--- src/rtl/matrix_load_ctrl.sv ---
// 16-byte matrix load controller; define MATRIX_LOAD_CTRL_TRANSPOSE_EN for column-major fill.
// Zero-latency byte write to element regs; in_ready drops outside LOAD or on abort.
module matrix_load_ctrl (
   input  logic        clk,
   input  logic        reset_n,
   input  logic        start,
   input  logic        abort,
   input  logic        in_valid,
   input  logic [7:0]  in_data,
   output logic        in_ready,
   output logic        reg_clear,
   output logic [15:0] reg_en,
   output logic [7:0]  reg_d,
   output logic [3:0]  idx,
   output logic        busy,
   output logic        done
);

   typedef enum logic [1:0] {S_IDLE, S_CLEAR, S_LOAD, S_DONE} state_t;

   state_t     r_state;
   state_t     w_next;
   logic [3:0] r_idx;
   logic [3:0] w_idx_next;
   logic [3:0] w_map;
   logic       w_xfer;

   always_ff @(posedge clk or negedge reset_n) begin
      if (!reset_n) begin
         r_state <= S_IDLE;
         r_idx   <= 4'd0;
      end else begin
         r_state <= w_next;
         r_idx   <= w_idx_next;
      end
   end

   // abort wins over start, transfer and completion in every state
   always_comb begin
      w_next     = r_state;
      w_idx_next = r_idx;
      in_ready   = 1'b0;
      reg_clear  = 1'b0;
      done       = 1'b0;
      case (r_state)
         S_IDLE: begin
            if (start && !abort) w_next = S_CLEAR;
         end
         S_CLEAR: begin
            reg_clear  = 1'b1;
            w_idx_next = 4'd0;
            w_next     = abort ? S_IDLE : S_LOAD;
         end
         S_LOAD: begin
            in_ready = !abort;
            if (abort) begin
               w_next = S_IDLE;
            end else if (in_valid) begin
               w_idx_next = r_idx + 4'd1;
               if (r_idx == 4'd15) w_next = S_DONE;
            end
         end
         S_DONE: begin
            done   = !abort;
            w_next = S_IDLE;
         end
         default: w_next = S_IDLE;
      endcase
   end

`ifdef MATRIX_LOAD_CTRL_TRANSPOSE_EN
   assign w_map = {r_idx[1:0], r_idx[3:2]};
`else
   assign w_map = r_idx;
`endif

   assign w_xfer    = in_valid && in_ready;
   assign reg_en    = w_xfer ? (16'd1 << w_map) : 16'd0;
   assign reg_d     = in_data;
   assign idx       = r_idx;
   assign busy      = (r_state != S_IDLE);

endmodule

--- config.mk ---
export PLATFORM = sky130hd
export DESIGN_NAME = matrix_load_ctrl
export DESIGN_NICKNAME = d
export VERILOG_FILES = /design/src/rtl/matrix_load_ctrl.sv
export SDC_FILE = /design/constraint.sdc
export NUM_CORES = 1
export LEC_CHECK = 0
export CAP_MARGIN = 25
export CORE_MARGIN = 4
export CORE_UTILIZATION = 30
export CTS_BUF_LIST = sky130_fd_sc_hd__clkbuf_4
export DETAILED_ROUTE_END_ITERATION = 8
export PLACE_DENSITY_LB_ADDON = 0.25
export SYNTH_ARGS = -nofsm -noshare
export SYNTH_HDL_FRONTEND = slang
export SYNTH_SLANG_ARGS = --single-unit
--- constraint.sdc ---
create_clock -name clk -period 1.4 [get_ports clk]
set_input_delay 0.21 -clock clk [delete_from_list [all_inputs] [get_ports clk]]
set_output_delay 0.21 -clock clk [all_outputs]
set_load 0.02 [all_outputs]
# Word-level counts from Yosys, hierarchy flattened
# Index checks and enable logic that the tools add are counted.
# W data, S select, Z words.
dict set report totals {
  out_inout_bits 32
  inputBits 13
  register_bits 6
}
dict set report classes {
  n_eq_ne 9
  shift 1
  addsub 1
  n_reduce_logical 8
  n_mux 13
}
# operator count
set op_table {}
lappend op_table {{$mux W16} 1}
lappend op_table {{$shl A1 B4 Y16 const A} 1}
lappend op_table {{$mux W2} 5}
lappend op_table {{$mux W4} 2}
lappend op_table {{$pmux W2 S4} 1}
lappend op_table {{$pmux W4 S2} 1}
lappend op_table {{$ne A2 B2 Y1 const B} 3}
lappend op_table {{$ne A3 B3 Y1 const B} 2}
lappend op_table {{$reduce_and A3 Y1} 2}
lappend op_table {{$add A4 B1 Y4 const B} 1}
lappend op_table {{$eq A2 B2 Y1 const B} 2}
lappend op_table {{$eq A4 B4 Y1 const B} 1}
lappend op_table {{$reduce_bool A2 Y1} 2}
lappend op_table {{$mux W1} 3}
lappend op_table {{$eq A2 B1 Y1 const B} 1}
lappend op_table {{$logic_and A1 B1 Y1} 2}
lappend op_table {{$logic_not A2 Y1} 1}
lappend op_table {{$logic_not A1 Y1} 1}

# Longest topological paths before layout
dict set report logic_depth {
  depth_word 5
  mapped_depth 5
  ltp_nobuf 5
}

# Worst setup path before layout
# OpenSTA, ideal clock, no wires.
dict set report synth_timing {
  path_type {flip-flop to flip-flop}
  startpoint {reg r_idx[0], in the netlist idx[0]}
  endpoint {reg r_idx[2], in the netlist idx[2]}
  required_time_ns 1.322
  arrival_time_ns 1.531
  n_path_buf 0
  synth_period_minus_slack_ns 1.609
  path_stages_with_launch 6
  setup_slack_ns -0.209
  cell_sequence {dfrtp_1 > ha_1 > ha_1 > nand2b_1 > o32a_1 > o2bb2ai_1}
}
dict set report synth_between {
  elab_chain_cells 4
}
# item line
set synth_rtl {}
lappend synth_rtl {{start: declaration} 23} ;# logic [3:0] r_idx;
lappend synth_rtl {{start signal: assignment} 34} ;# r_idx <= w_idx_next;
lappend synth_rtl {{$add A4 B1 Y4} 59} ;# w_idx_next = r_idx + 4'd1;
lappend synth_rtl {{$mux W4} 58} ;# end else if (in_valid) begin
lappend synth_rtl {{$mux W4} 56} ;# if (abort) begin
lappend synth_rtl {{$pmux W4 S2} 45} ;# case (r_state)
# Every way passes these cells. The select of a mux whose other input is x is not followed.
# A chain may end at the register's enable or synchronous reset.

# Worst setup path in the final report
dict set report layout_timing {
  startpoint {reg r_state[0]}
  endpoint {out reg_en[6]}
}
dict set report layout_between {
  elab_chain_cells 4
}
# item line
set layout_rtl {}
lappend layout_rtl {{start: declaration} 21} ;# state_t r_state;
lappend layout_rtl {{start signal: assignment} 33} ;# r_state <= w_next;
lappend layout_rtl {{$eq A2 B2 Y1} 45}
lappend layout_rtl {{$mux W1} 45}
lappend layout_rtl {{$logic_and A1 B1 Y1} 77} ;# assign w_xfer = in_valid && in_ready;
lappend layout_rtl {{$mux W16} 78} ;# assign reg_en = w_xfer ? (16'd1 << w_map) : 16'd0;
lappend layout_rtl {{end: declaration} 12} ;# output logic [15:0] reg_en,
# Every way passes these cells.

==> results.cfg <==
[outcome]
status = complete, but fails checks
violations = setup timing

[sta]
setup_ws_ns = -0.293
hold_viol_final = 0
max_freq_ghz = 0.591
min_period_ns = 1.69
clock_skew_ns = 0.00716
hold-worst-slack_ns = 0.199
setup_violations = 21
finalMaxSlewViolations = 0
slew_headroom_pct = 80.9
setup_tns_ns = -4.30
rsz0062_at_grt = true
worst_pin_slew_ns = 0.285
min_period_over_period_pct = 121

[critical_path]
start_kind = register
critPathMostFrequentCell = buf_6
crit_fanout = 4
critPathSlowestCell = dfrtp_1
worstPathArrival_ns = 1.48
required_ns = 1.19
r2r-end = idx[2]$_DFFE_PN0P_
reg2reg_from = idx[1]$_DFFE_PN0P_
r2r_slack_ns = -0.08
cp_cell_sequence = nand4bb_4 -> nor2_4 -> buf_6 -> and3_4 -> buf_6
endpoint_kind = output pin
crit_type = register to output pin
path_buf_inv = 2
critPathMaxStageDelay_ns = 0.42
critPathTopFamily = simple AND/OR/NAND/NOR gates
rr_worst_depth = 5

[layout]
antenna_cells = 0
fillCellCount = 161
seqCellArea_um2 = 156
fin_nets = 136
drive_above_1_share_pct = 77.6
multiInputGateArea_um2 = 573
area_growth_pct = 99.6

[clock_tree]
path_clk_slew_ns = 0.05
cts_tree = yes
ctsHoldBuffers = 0
clock_sinks = 6
clkLatencyLatePin_ns = 0.25
cts.htree.levels = 1
clockBufferDepth = 2
cts_made_buffers = 3
clockRootBuffer = clkbuf_4

[placed_design]
post-place-ws_ns = -0.886
io_buffers = 28
gp_congestion = 0.792
post-dp-hpwl_um = 1530

[grt]
grt_pass1_vias = 673
antenna_found_initial = 0
grt_usage_pct = 15.4
grt_max_degree = 8
grt_overflow = 0
grt_pass1_wl_um = 3250

[detailed_routing]
drcViolationCount = 0
drt_iter0_markers = 13
first_pass_iters = 4
vias = 699
drt_wl_total_um = 2120
ant_nets = 0
via_per_inst = 4.89
wl_per_cell_um = 14.8

[yosys]
synth_warnings = 0
seq_area_frac_synth_pct = 23.2
synth_top_flop_cell = dfrtp_1
async_flop_share_pct = 100
post_synth_num_cell_types = 29
avgSynthCellArea_um2 = 9.13
synth_edf_count = 0
syn_area_um2 = 648
synthCells = 71
syn_nets = 90
synth_seq_cells = 6

[job]
cap_violations = 0

[power]
total_leakage_power_nw = 0.588
ir_worst_vdd_mv = 0.457
powerDensity_mw_per_mm2 = 563

[floorplan]
core.rowCount = 16
fp.coreArea_mm2 = 0.00200
start_util_pct = 32.4
die_area_mm2 = 0.00297
die_y_um = 54.5
io_pins = 45
fp.dieW_um = 54.5

[min_path]
hold_class = input pin to asynchronous set/reset pin
through the flow:
step | cell area [µm²] | total power [mW] | util (%) | cells
4_1_cts | 1240 | 0.719 | 61.9 | 142
6_report | 1290 | 0.729 | 64.6 | 143
3_3_place_gp | 1050 | 0.452 | 52.6 | 131
3_5_place_dp | 1050 | 0.457 | 52.6 | 131
5_1_grt | 1290 | 0.770 | 64.6 | 143
2_1_floorplan | 702 | 0.368 | - | 71
placed cells by master (no fill, tap or decap), types with 2 or more instances in the layout:
cell,instances
and2_4,4
clkdlybuf4s50_1,2
ha_1,2
a22o_1,2
nor3b_2,3
buf_4,24
buf_6,21
and3_4,11
clkbuf_4,4
clkbuf_2,2
inv_1,3
dlygate4sd2_1,2
dfrtp_2,5
and2_1,2
nor2_1,2
o21ai_0,2
ha_4,4
worst max-delay path by stage:
stage,from,endpoint,slack (ns),depth (start not counted)
2_1_floorplan,idx[1]$_DFFE_PN0P_,idx[2]$_DFFE_PN0P_,-0.08,5
3_3_place_gp,in_valid,reg_en[8],-0.86,5
3_5_place_dp,in_valid,reg_en[8],-0.89,5
4_1_cts,r_state[0]$_DFFE_PN0P_,reg_en[10],-0.29,4
5_1_grt,r_state[0]$_DFFE_PN0P_,reg_en[6],-0.35,5
6_report,r_state[0]$_DFFE_PN0P_,reg_en[6],-0.29,5
registers in the layout, indices dropped and copies added, names as in the netlist:
register and flops:
r_state 2, idx 4
per-layer routing:
metal,wire length (µm),vias to the layer above,GRT usage [%]
li1,-,336,-
met1,850,332,18.2
met2,1110,28,26.7
met3,151,3,4.90
met4,7,0,3.73
met5,0,-,0
cell usage after synthesis (2+ instances only):
| master | number | area [µm²] |
|---|---|---|
| nor2_1 | 3 | 11.3 |
| dfrtp_1 | 6 | 150 |
| a22o_1 | 2 | 17.5 |
| buf_4 | 8 | 60.1 |
| buf_6 | 2 | 22.5 |
| nand4bb_1 | 2 | 22.5 |
| and3_1 | 9 | 56.3 |
| ha_1 | 6 | 75.1 |
| inv_1 | 5 | 18.8 |
| nor3b_1 | 3 | 22.5 |
| o21ai_0 | 2 | 10.0 |
| and2_1 | 5 | 31.3 |
| and3_2 | 2 | 15.0 |
layout make-up:
type	count	share of cell area, %
multi-input combinational	48	44.3
clock buffer	4	2.32
tap	27	2.61
timing repair buffer	53	37.0
inverter	5	1.64
sequential	6	12.1
power by group:
| part | internal, mW | leakage, nW | switching [mW] | total [mW] |
|---|---|---|---|---|
| registers | 0.190 | 0.0740 | 0.0242 | 0.214 |
| logic | 0.171 | 0.496 | 0.144 | 0.315 |
| clock network | 0.128 | 0.0184 | 0.0720 | 0.200 |
what timing repair did:
action / CTS / global route
pin swaps: 16 / 12
cloned: 0 / 0
endpoints found under the hold margin: 0 / 0
endpoints found under the setup margin: 25 / 27
setup buffers: 7 / 1
resized for setup: 153 / 16
logic make-up (layout without fill, tap and decap cells):
kind of cell / Yosys count / in the layout / share of synthesized area, %
simple gates: 31 / 31 / 34.0
buf+inv: 17 / 62 / 17.0
compound gates: 9 / 9 / 11.4
fa+ha+maj: 6 / 6 / 11.6
flops: 6 / 6 / 23.2
xor+xnor: 1 / 1 / 1.35
mux: 1 / 1 / 1.54
No activity file was read; power rests on OpenSTA's default activity.
